**config.mk**
```make
export PLATFORM = sky130hd
export DESIGN_NAME = spi_master_flat
export DESIGN_NICKNAME = d
export VERILOG_FILES = /design/src/rtl/spi_master_if.sv /design/src/rtl/spi_master.sv /design/src/flat_wrapper.sv
export SDC_FILE = /design/constraint.sdc
export NUM_CORES = 1
export LEC_CHECK = 0
export CAP_MARGIN = 20
export CORE_ASPECT_RATIO = 2
export CORE_MARGIN = 2
export CORE_UTILIZATION = 36
export DETAILED_ROUTE_END_ITERATION = 8
export GPL_TIMING_DRIVEN = 1
export SLEW_MARGIN = 0
export SYNTH_ARGS = -nofsm -noshare
export SYNTH_HDL_FRONTEND = slang
export SYNTH_SLANG_ARGS = --single-unit
```
**constraint.sdc**
```tcl
create_clock -name clk -period 2.94 [get_ports clk]
set_clock_uncertainty 0.2 [all_clocks]
set_input_delay 0.294 -clock clk [delete_from_list [all_inputs] [get_ports clk]]
set_output_delay 0.294 -clock clk [all_outputs]
set_load 0.01 [all_outputs]
```
**src/rtl/spi_master_if.sv**
```systemverilog
`default_nettype none
// spi_master_if: host request/response signals plus SPI pins for spi_master.
// Revision: 1.0
interface spi_master_if;
   logic       start;
   logic [1:0] rsel;
   logic [7:0] wdata;
   logic       miso;
   logic       sclk;
   logic       mosi;
   logic [3:0] ss_n;
   logic [7:0] rdata;
   logic       busy;
   logic       done;

   modport master (
      input  start, rsel, wdata, miso,
      output sclk, mosi, ss_n, rdata, busy, done
   );

   modport slave (
      output start, rsel, wdata, miso,
      input  sclk, mosi, ss_n, rdata, busy, done
   );
endinterface
`default_nettype wire

```
**src/rtl/spi_master.sv**
```systemverilog
`default_nettype none
// spi_master: mode-0 SPI byte master with four active-low selects, registered outputs.
// Revision: 1.0
module spi_master #(
   parameter int unsigned CLK_DIV = 4
) (
   input  wire logic      clk,
   input  wire logic      rst_n,
   spi_master_if.master   bus
);

   localparam logic [7:0] c_DIV_LAST = 8'(CLK_DIV - 1);

   typedef enum logic [1:0] {
      IDLE  = 2'd0,
      SETUP = 2'd1,
      SHIFT = 2'd2,
      HOLD  = 2'd3
   } state_t;

   state_t     r_state, w_state_nx;
   logic [7:0] r_div_cnt, w_div_nx;
   logic [2:0] r_bit_cnt, w_bit_nx;
   logic [7:0] r_tx, w_tx_nx;
   logic [7:0] r_rx_sr, w_rx_nx;
   logic [7:0] r_rdata, w_rdata_nx;
   logic [3:0] r_ss_n, w_ss_nx;
   logic       r_sclk, w_sclk_nx;
   logic       r_mosi, w_mosi_nx;
   logic       r_busy, w_busy_nx;
   logic       r_done, w_done_nx;
   logic       r_armed;
   logic       w_div_last;

   assign w_div_last = (r_div_cnt == c_DIV_LAST);

   // r_armed blocks START on the first edge after reset release.
   always_ff @(posedge clk or negedge rst_n) begin
      if (!rst_n) begin
         r_state   <= IDLE;
         r_div_cnt <= 8'd0;
         r_bit_cnt <= 3'd0;
         r_tx      <= 8'd0;
         r_rx_sr   <= 8'd0;
         r_rdata   <= 8'd0;
         r_ss_n    <= 4'b1111;
         r_sclk    <= 1'b0;
         r_mosi    <= 1'b0;
         r_busy    <= 1'b0;
         r_done    <= 1'b0;
         r_armed   <= 1'b0;
      end else begin
         r_state   <= w_state_nx;
         r_div_cnt <= w_div_nx;
         r_bit_cnt <= w_bit_nx;
         r_tx      <= w_tx_nx;
         r_rx_sr   <= w_rx_nx;
         r_rdata   <= w_rdata_nx;
         r_ss_n    <= w_ss_nx;
         r_sclk    <= w_sclk_nx;
         r_mosi    <= w_mosi_nx;
         r_busy    <= w_busy_nx;
         r_done    <= w_done_nx;
         r_armed   <= 1'b1;
      end
   end

   always_comb begin
      w_state_nx = r_state;
      w_div_nx   = r_div_cnt;
      w_bit_nx   = r_bit_cnt;
      w_tx_nx    = r_tx;
      w_rx_nx    = r_rx_sr;
      w_rdata_nx = r_rdata;
      w_ss_nx    = r_ss_n;
      w_sclk_nx  = r_sclk;
      w_mosi_nx  = r_mosi;
      w_busy_nx  = r_busy;
      w_done_nx  = 1'b0;

      unique case (r_state)
         IDLE: begin
            w_sclk_nx = 1'b0;
            w_mosi_nx = 1'b0;
            w_ss_nx   = 4'b1111;
            w_busy_nx = 1'b0;
            if (bus.start && r_armed) begin
               w_state_nx = SETUP;
               w_busy_nx  = 1'b1;
               w_ss_nx    = ~(4'b0001 << bus.rsel);
               w_tx_nx    = bus.wdata;
               w_mosi_nx  = bus.wdata[7];
               w_div_nx   = 8'd0;
               w_bit_nx   = 3'd0;
               w_rx_nx    = 8'd0;
            end
         end

         SETUP: begin
            if (w_div_last) begin
               w_div_nx   = 8'd0;
               w_state_nx = SHIFT;
               w_sclk_nx  = 1'b1;
               w_rx_nx    = {r_rx_sr[6:0], bus.miso};
            end else begin
               w_div_nx = r_div_cnt + 8'd1;
            end
         end

         SHIFT: begin
            if (!w_div_last) begin
               w_div_nx = r_div_cnt + 8'd1;
            end else if (r_sclk) begin
               // Falling SCLK: present the next lower bit, except after bit 0.
               w_div_nx  = 8'd0;
               w_sclk_nx = 1'b0;
               if (r_bit_cnt != 3'd7) begin
                  w_mosi_nx = r_tx[3'd6 - r_bit_cnt];
               end
            end else if (r_bit_cnt == 3'd7) begin
               w_div_nx   = 8'd0;
               w_state_nx = HOLD;
            end else begin
               w_div_nx  = 8'd0;
               w_bit_nx  = r_bit_cnt + 3'd1;
               w_sclk_nx = 1'b1;
               w_rx_nx   = {r_rx_sr[6:0], bus.miso};
            end
         end

         HOLD: begin
            if (w_div_last) begin
               w_div_nx   = 8'd0;
               w_bit_nx   = 3'd0;
               w_state_nx = IDLE;
               w_busy_nx  = 1'b0;
               w_ss_nx    = 4'b1111;
               w_mosi_nx  = 1'b0;
               w_done_nx  = 1'b1;
               w_rdata_nx = r_rx_sr;
            end else begin
               w_div_nx = r_div_cnt + 8'd1;
            end
         end

         default: w_state_nx = IDLE;
      endcase
   end

   assign bus.sclk  = r_sclk;
   assign bus.mosi  = r_mosi;
   assign bus.ss_n  = r_ss_n;
   assign bus.rdata = r_rdata;
   assign bus.busy  = r_busy;
   assign bus.done  = r_done;

endmodule
`default_nettype wire

```
**src/flat_wrapper.sv**
```systemverilog
// flat-port wrapper written by rule: the top's interface ports become plain ports
module spi_master_flat 
#(
   parameter int unsigned CLK_DIV = 4
)
  (clk, rst_n, bus_start, bus_rsel, bus_wdata, bus_miso, bus_sclk, bus_mosi, bus_ss_n, bus_rdata, bus_busy, bus_done);
  spi_master_if bus_i ();
  input  wire logic clk;
  input  wire logic rst_n;
  input wire logic [$bits(bus_i.start)-1:0] bus_start;
  input wire logic [$bits(bus_i.rsel)-1:0] bus_rsel;
  input wire logic [$bits(bus_i.wdata)-1:0] bus_wdata;
  input wire logic [$bits(bus_i.miso)-1:0] bus_miso;
  output wire logic [$bits(bus_i.sclk)-1:0] bus_sclk;
  output wire logic [$bits(bus_i.mosi)-1:0] bus_mosi;
  output wire logic [$bits(bus_i.ss_n)-1:0] bus_ss_n;
  output wire logic [$bits(bus_i.rdata)-1:0] bus_rdata;
  output wire logic [$bits(bus_i.busy)-1:0] bus_busy;
  output wire logic [$bits(bus_i.done)-1:0] bus_done;
  assign bus_i.start = bus_start;
  assign bus_i.rsel = bus_rsel;
  assign bus_i.wdata = bus_wdata;
  assign bus_i.miso = bus_miso;
  assign bus_sclk = bus_i.sclk;
  assign bus_mosi = bus_i.mosi;
  assign bus_ss_n = bus_i.ss_n;
  assign bus_rdata = bus_i.rdata;
  assign bus_busy = bus_i.busy;
  assign bus_done = bus_i.done;
  spi_master #(.CLK_DIV(CLK_DIV)) u_core (.clk(clk), .rst_n(rst_n), .bus(bus_i));
endmodule
```
==> results.json, run 1 <==
{
  "ctsResizeCount": 0,
  "fin_setup_tns_ps": 0,
  "vias": 1508,
  "fill_cells": 556,
  "syn_inst": 197,
  "p_per_area_nw_per_um2": 474,
  "clock_latency_ps": 280,
  "ys_types": 37,
  "path_clk_slew_ps": 60,
  "cp_max_fo": 10,
  "core_area_um2": 5960,
  "leakagePower_nw": 1.28,
  "wl_met2_mm": 2.35,
  "dieArea_um2": 6820,
  "antenna_found_initial": 0,
  "grt.total_usage_pct": 14.1,
  "die_w_um": 59.4,
  "ir_worst_vdd_mv": 0.437,
  "cp.arrival_ps": 2360,
  "met3WireLength_um": 78,
  "wl_per_cell_um": 14.3,
  "dieHeight_um": 115,
  "drc_errors": 0,
  "cts_sinks": 46,
  "grt_first_pass_wirelength_mm": 7.22,
  "gp_congestion": 0.889,
  "clockRootBuffer": "clkbuf_16",
  "cts_tree": "built",
  "drive_gt1_share_pct": 15.1,
  "synth-seq-area-share_pct": 52.3,
  "place_inst": 286,
  "cp-end-kind": "flip-flop",
  "cts-htree-levels": 2,
  "highest_layer": "met4",
  "crit_type": "flip-flop to flip-flop",
  "drv_slew": 0,
  "post-route-util_pct": 46.5,
  "synth-seq-cells": 46,
  "status": "finished, final reports clean",
  "maxSlewHeadroom_pct": 50.8,
  "setup_violations": 0,
  "port_buffers": 29,
  "final_hold_viol_count": 0,
  "first_global_vias": 1544,
  "rsz0062_at_grt": "no",
  "dp_hpwl_mm": 3.08,
  "firstDrtPassIters": 4,
  "grt_overflow": 0,
  "drtIter0Drc": 23,
  "crit_required_ps": 2910,
  "met1_length_mm": 1.69,
  "mostFrequentLayoutCells": "dfrtp_1 (42), clkdlybuf4s50_1 (28), nand2_1 (23), o21ai_0 (19), inv_1 (18)",
  "worst_slew_pin_slew_ps": 738,
  "synth.cell_area_um2": 2210,
  "finalNonFillerCells": 295,
  "grt_max_degree": 47,
  "min_path_type": "primary input to asynchronous set/reset pin",
  "cap_violations": 0,
  "yosys_warnings": 0,
  "r2r_setup_slack_ps": 540,
  "max_freq_ghz": 0.417,
  "initial_utilization_pct": 37.1,
  "row_count": 40,
  "final_common_cell": "dfrtp_1",
  "nNetsFinal": 256,
  "wl_mm": 4.23,
  "period_share_pct": 81.5,
  "period_needed_ps": 2400,
  "clk_path_buf_depth": 2,
  "cts_buffers": 5,
  "io_pins": 30,
  "whs_ps": 276,
  "area_growth_pct": 25.3,
  "syn_area_per_cell_um2": 11.2,
  "postRouteAntennaNets": 0,
  "start_kind": "flip-flop",
  "syn_nets": 221,
  "diodes": 0,
  "avgViaCountPerCell": 5.11
}
[worst max-delay path: stages, from the launching register on]
cell	delay [ps]
dfrtp_1	390
inv_1	110
ha_1	290
a21boi_2	250
nand2b_1	230
nor3_1	430
mux2_2	380
[state kept, by name, indices dropped and copies added (netlist names)]
signal            cells
u_core.bus.mosi       1
u_core.r_div_cnt      8
u_core.bus.rdata      8
u_core.bus.done       1
u_core.r_armed        1
u_core.r_tx           8
u_core.bus.sclk       1
u_core.bus.ss_n       4
u_core.bus.busy       1
u_core.r_bit_cnt      3
u_core.r_rx_sr        8
u_core.r_state        2
[layer usage]
metal | vias up | global-route usage [%]
li1 | 750 | -
met1 | 732 | 15.2
met4 | 0 | 7.58
met2 | 17 | 24.8
met5 | - | 0
met3 | 9 | 2.47
[Yosys cell counts]
cell	number	share of area (%)
nand2_1	23	3.9
dfstp_2	4	4.8
and2_1	1	0.28
mux2i_1	13	5.9
o21a_1	1	0.34
conb_1	1	0.17
nand4_1	2	0.57
nor2_1	7	1.2
a21oi_1	4	0.91
inv_1	18	3.1
a211oi_4	1	0.91
nor3_1	2	0.45
o21ai_0	19	4.3
a21o_1	2	0.68
and3_1	2	0.57
nand4b_1	1	0.40
a22o_1	4	1.6
nand2b_1	1	0.28
a211oi_1	2	0.68
buf_1	1	0.17
a211o_1	1	0.40
mux2_2	12	6.1
nor3_2	1	0.45
ha_1	10	5.7
nor4b_4	1	1.1
or2_2	1	0.28
a221oi_1	1	0.40
nand3_1	5	1.1
or3_1	1	0.28
mux4_2	2	2.0
o22a_1	2	0.79
dfrtp_1	42	48
nand2_2	1	0.28
xnor2_1	2	0.79
clkbuf_1	4	0.68
o32a_1	1	0.45
a21boi_2	1	0.51
[cells by family after synthesis]
logic type / after synthesis / share of synthesized area, %
other: 1 / 0.170
flip-flops: 46 / 52.3
XOR/XNOR: 2 / 0.793
AND/OR/NAND/NOR: 49 / 11.2
AO/OA/AOI/OAI: 39 / 11.9
multiplexers: 27 / 14.0
adder cells (fa/ha/maj): 10 / 5.66
buffers and inverters: 23 / 3.91
[area by class of cell]
class	count	area, um^2	share of cell area, %
Inverter	18	67.6	2.44
Sequential cell	46	1160	41.8
Tap cell	63	78.8	2.85
Clock inverter	1	30.0	1.08
Multi-Input combinational cell	128	967	34.9
Timing Repair Buffer	33	330	11.9
Clock buffer	6	139	5.02
[timing repair]
action                                 CTS  global route
hold buffers                             0             1
setup buffers                            0             0
endpoints found under the hold margin    0            16
[path summary, 6_finish.rpt]
| kind | startpoint | end | cells past startpoint |
|---|---|---|---|
| worst min-delay path | rst_n | u_core.r_rx_sr[0] | 2 |
| max in group asynchronous | rst_n | u_core.bus.ss_n[2] | 3 |
| worst max-delay path | u_core.r_state[0] | u_core.r_bit_cnt[0] | 6 |
| min in group clk | u_core.bus.rdata[4] | u_core.bus.rdata[4] | 2 |
| worst min register to register | u_core.bus.rdata[4] | u_core.bus.rdata[4] | 2 |
| worst max register to register | u_core.r_state[0] | u_core.r_bit_cnt[0] | 6 |
[power breakdown]
group          switching, mW  internal (mW)  total, mW
sequential          0.000658          0.634      0.635
combinational         0.0178         0.0186     0.0364
clock                  0.222          0.419      0.641
total                  0.240           1.07       1.31
[per-stage QoR]
step	setup slack (ps)	total power, mW	cell area, um^2
3_3_place_gp	598	0.679	2570
5_1_grt	397	1.36	2770
4_1_cts	530	1.33	2740
2_1_floorplan	671	0.647	2210
6_report	544	1.31	2770
3_5_place_dp	548	0.680	2570
No activity file was read; power rests on OpenSTA's default activity.
==> run 2, diff against run 1 <==
==> constraint.sdc (replaced) <==
create_clock -name clk -period 1.96 [get_ports clk]
set_clock_uncertainty 0.2 [all_clocks]
set_input_delay 0.196 -clock clk [delete_from_list [all_inputs] [get_ports clk]]
set_output_delay 0.196 -clock clk [all_outputs]
set_load 0.01 [all_outputs]
==> results.json, run 2 (same netlist as run 1, synthesis figures left out) <==
{
  "post-route-util_pct": 51.5,
  "finalNonFillerCells": 321,
  "power_mw": 1.96,
  "port_buffers": 29,
  "row_count": 40,
  "cap_violations": 0,
  "fin_ws_ps": -30.0,
  "clockRootBuffer": "clkbuf_16",
  "crit_required_ps": 1940,
  "antenna_found_initial": 0,
  "drive_gt1_share_pct": 28.7,
  "cp-end-kind": "flip-flop",
  "crit_type": "flip-flop to flip-flop",
  "maxSlewHeadroom_pct": 60.9,
  "final_hold_viol_count": 0,
  "drtIter0Drc": 32,
  "endpoint": "u_core.r_state[1]",
  "violations": "setup timing",
  "nNetsFinal": 281,
  "core_area_um2": 5960,
  "whs_ps": 233,
  "final_common_cell": "dfrtp_1",
  "rsz0062_at_grt": "yes",
  "cp_max_fo": 3,
  "wl_mm": 4.55,
  "wl_per_cell_um": 14.2,
  "drc_errors": 0,
  "clk_path_buf_depth": 2,
  "leakagePower_nw": 1.43,
  "max_freq_ghz": 0.503,
  "grt.total_usage_pct": 15.6,
  "p_per_area_nw_per_um2": 638,
  "mostFrequentLayoutCells": "dfrtp_1 (41), clkdlybuf4s50_1 (28), nand2_1 (23), buf_4 (22)",
  "start_kind": "flip-flop",
  "dieHeight_um": 115,
  "r2r_setup_slack_ps": -30,
  "place_inst": 310,
  "status": "finished, violations left",
  "firstDrtPassIters": 3,
  "min_path_type": "primary input to asynchronous set/reset pin",
  "reg2reg_depth": 5,
  "drv_slew": 0,
  "cts_sinks": 46,
  "setup_violations": 1,
  "first_global_vias": 1776,
  "period_needed_ps": 1990,
  "grt_first_pass_wirelength_mm": 7.99,
  "avgViaCountPerCell": 5.12,
  "cp.arrival_ps": 1970,
  "period_share_pct": 102,
  "cts_tree": "built",
  "crit_path_start": "u_core.r_state[1]",
  "clock_latency_ps": 290,
  "grt_overflow": 0,
  "postRouteAntennaNets": 0,
  "grt_max_degree": 26,
  "path_clk_slew_ps": 70,
  "gp_congestion": 0.738,
  "reg2reg_to": "u_core.r_state[1]",
  "io_pins": 30,
  "vias": 1642,
  "initial_utilization_pct": 37.1,
  "worst_slew_pin_slew_ps": 587,
  "diodes": 0,
  "dieArea_um2": 6820,
  "ir_worst_vdd_mv": 0.547,
  "cts_buffers": 5,
  "cts-htree-levels": 2,
  "dp_hpwl_mm": 3.47,
  "reg2reg_from": "u_core.r_state[1]",
  "die_w_um": 59.4,
  "area_growth_pct": 38.8
}
-- run 2: final cells by class --
type / count / area (um^2)
Clock buffer: 5 / 125
Clock inverter: 3 / 40.0
Fill cell: 535 / 2890
Inverter: 18 / 67.6
Multi-Input combinational cell: 128 / 1050
Sequential cell: 46 / 1160
Tap cell: 63 / 78.8
Timing Repair Buffer: 58 / 546
-- run 2: worst min path at each step --
stage               slack [ps]  cells past startpoint                end
global route               300                      3  u_core.r_rx_sr[0]
floorplan                 -300                      0    u_core.bus.busy
CTS                        260                      3  u_core.r_rx_sr[0]
detailed placement          50                      1    u_core.bus.done
finish                     230                      2     u_core.r_tx[5]
global placement            40                      1     u_core.r_tx[2]
-- run 2: power by group --
| group | internal (mW) | switching [mW] |
|---|---|---|
| combinational | 0.0278 | 0.0267 |
| sequential | 0.951 | 0.00148 |
| clock | 0.597 | 0.354 |
-- run 2: worst max-delay path: stages (launching register included) --
cell and delay (ps):
dfrtp_1 400, buf_6 130, ha_2 170, or3_1 370, a211o_1 340, mux2_2 270
-- run 2: routing by layer --
metal / up-vias / wire (um) / GRT usage, %
met5: - / 0 / 0
met4: 0 / 109 / 7.27
met3: 8 / 155 / 4.16
met2: 21 / 2600 / 28.3
met1: 816 / 1680 / 15.9
li1: 797 / - / -
-- run 2: repair_timing --
action                                  4_1_cts  5_1_grt
hold buffers                                  1        0
resized for setup                             2       10
hold endpoints to repair                     20        0
pin swaps                                     1        6
endpoints found under the setup margin        1       21
buffers inserted                              0        2
-- run 2: stage by stage --
stage               setup slack, ps  instance area (um^2)  TNS, ps
finish                        -30.0                  3070    -30.0
floorplan                     -22.7                  2280     -208
global placement               15.6                  2830        0
global route                   -101                  3070     -992
detailed placement            -9.92                  2830    -9.92
CTS                            1.15                  3010        0
==> run 3, diff against run 2 <==
==> constraint.sdc (replaced) <==
create_clock -name clk -period 1.8 [get_ports clk]
set_clock_uncertainty 0.2 [all_clocks]
set_input_delay 0.18 -clock clk [delete_from_list [all_inputs] [get_ports clk]]
set_output_delay 0.18 -clock clk [all_outputs]
set_load 0.01 [all_outputs]
==> results.json, run 3 (same netlist as run 1, synthesis figures left out) <==
{
  "status": "finished, violations left",
  "violations": "setup timing",
  "first_global_vias": 1968,
  "wl_per_cell_um": 14.9,
  "cts_tree": "built",
  "switchingPower_mw": 0.419,
  "clk_path_buf_depth": 2,
  "pwr-share-clk_pct": 46.0,
  "crit_type": "flip-flop to flip-flop",
  "start_kind": "flip-flop",
  "path_clk_slew_ps": 60,
  "grt.total_usage_pct": 17.1,
  "dp_hpwl_mm": 3.50,
  "nNetsFinal": 301,
  "wl_mm": 5.09,
  "crit_buf_inv": 1,
  "critical-path-top-delay-family": "flip-flops",
  "max_freq_ghz": 0.517,
  "cts_sinks": 46,
  "period_needed_ps": 1930,
  "crit_chain": "ha_2 > nor4b_4 > buf_4 > nand4b_1 > a221oi_2 > mux2_4",
  "mostFrequentLayoutCells": "dfrtp_1 (39), buf_4 (35), clkdlybuf4s50_1 (28), nand2_1 (19), inv_1 (16)",
  "switching_share_pct": 20.6,
  "postRouteAntennaNets": 0,
  "whs_ps": 197,
  "leakagePower_nw": 1.56,
  "ir_worst_vdd_mv": 0.710,
  "setup_violations": 22,
  "place_ws_ps": -166,
  "grt_overflow": 0,
  "final_hold_viol_count": 0,
  "cp.arrival_ps": 1910,
  "dieArea_um2": 6820,
  "core_area_um2": 5960,
  "cts-htree-levels": 2,
  "cp_max_fo": 4,
  "drv_slew": 0,
  "reg2reg_depth": 6,
  "cts_buffers": 5,
  "cap_violations": 0,
  "final_common_cell": "dfrtp_1",
  "fin_ws_ps": -133,
  "p_seq_share_pct": 51.0,
  "row_count": 40,
  "grt_first_pass_wirelength_mm": 8.80,
  "grt_max_degree": 47,
  "gp_congestion": 0.825,
  "finalNonFillerCells": 341,
  "placed_cell_area_um2": 2920,
  "initial_utilization_pct": 37.1,
  "clock_latency_ps": 290,
  "crit_slowest_cell": "dfrtp_1",
  "firstDrtPassIters": 4,
  "drive_gt1_share_pct": 39.9,
  "port_buffers": 29,
  "crit_path_max_incr_delay_ps": 350,
  "p_comb_share_pct": 3.0,
  "io_pins": 30,
  "min_path_type": "primary input to asynchronous set/reset pin",
  "period_share_pct": 107,
  "rsz0062_at_grt": "yes",
  "crit_required_ps": 1780,
  "p_per_area_nw_per_um2": 606,
  "cp-end-kind": "flip-flop",
  "clockRootBuffer": "clkbuf_16",
  "avgViaCountPerCell": 5.09,
  "antenna_found_initial": 0,
  "crit_cells": 6,
  "dieHeight_um": 115,
  "diodes": 0,
  "stdcell_area_um2": 3360,
  "internal_power_mw": 1.62,
  "drc_errors": 0,
  "area_growth_pct": 52.2,
  "drtIter0Drc": 36,
  "vias": 1736,
  "place_inst": 321,
  "die_w_um": 59.4
}
-- run 3: changes by cell type in the layout (fill, tap and decap cells not counted), moves of 4 or more --
cell     delta
o21ai_1     +8
buf_6       +7
buf_4      +13
nand2_2     +4
nand2_1     -4
o21ai_0    -12
-- run 3: final timing paths --
path,startpoint,end,slack [ps]
max in group asynchronous,rst_n,u_core.bus.ss_n[1],930
min in group clk,bus_miso,u_core.r_rx_sr[0],260
min,rst_n,u_core.r_tx[2],200
min reg2reg,u_core.bus.rdata[1],u_core.bus.rdata[1],280
max,u_core.r_div_cnt[1],u_core.bus.mosi,-130
max reg2reg,u_core.r_div_cnt[1],u_core.bus.mosi,-130
-- run 3: per-layer routing --
layer / global-route usage [%] / vias to the layer above / wire length [um]
li1: - / 845 / -
met5: 0 / - / 0
met2: 30.1 / 28 / 2940
met4: 9.09 / 0 / 140
met3: 3.71 / 8 / 140
met1: 18.3 / 855 / 1870
-- run 3: timing repair --
item	in CTS	in global routing
endpoints found under the hold margin	46	0
hold buffers	1	0
cloned	0	2
endpoints found under the setup margin	33	41
gates resized for setup	27	33
setup buffers	7	2
pin swaps	6	9
-- run 3: layout make-up --
cell class	instances	area, um^2
fill	521	2590
multi-input combinational	128	1180
sequential	46	1160
timing repair buffer	78	722
clock buffer	6	139
tap	63	78.8
inverter	18	67.6
clock inverter	2	12.5
-- run 3: power groups by stage --
stage / clock network (mW) / logic [mW] / registers (mW)
6_report: 0.937 / 0.0614 / 1.04
5_1_grt: 1.00 / 0.0695 / 1.04
4_1_cts: 0.969 / 0.0629 / 1.04
3_5_place_dp: 0 / 0.0608 / 1.06
3_3_place_gp: 0 / 0.0610 / 1.06
2_1_floorplan: 0 / 0.00178 / 1.06
-- run 3: worst register-to-register path, stage by stage (launching register included) --
cell and delay (ps):
dfrtp_1 350, ha_2 180, nor4b_4 180, buf_4 180
nand4b_1 120, a221oi_2 300, mux2_4 320
-- run 3: stage by stage --
step                      utilization, %  TNS [ps]  total power [mW]
final                               56.4     -1750              2.04
after global routing                56.4     -3610              2.11
after CTS                           54.4     -1490              2.07
after detailed placement            49.0     -3180              1.12
after global placement              49.0     -1970              1.12
after floorplan                        -     -2240              1.06
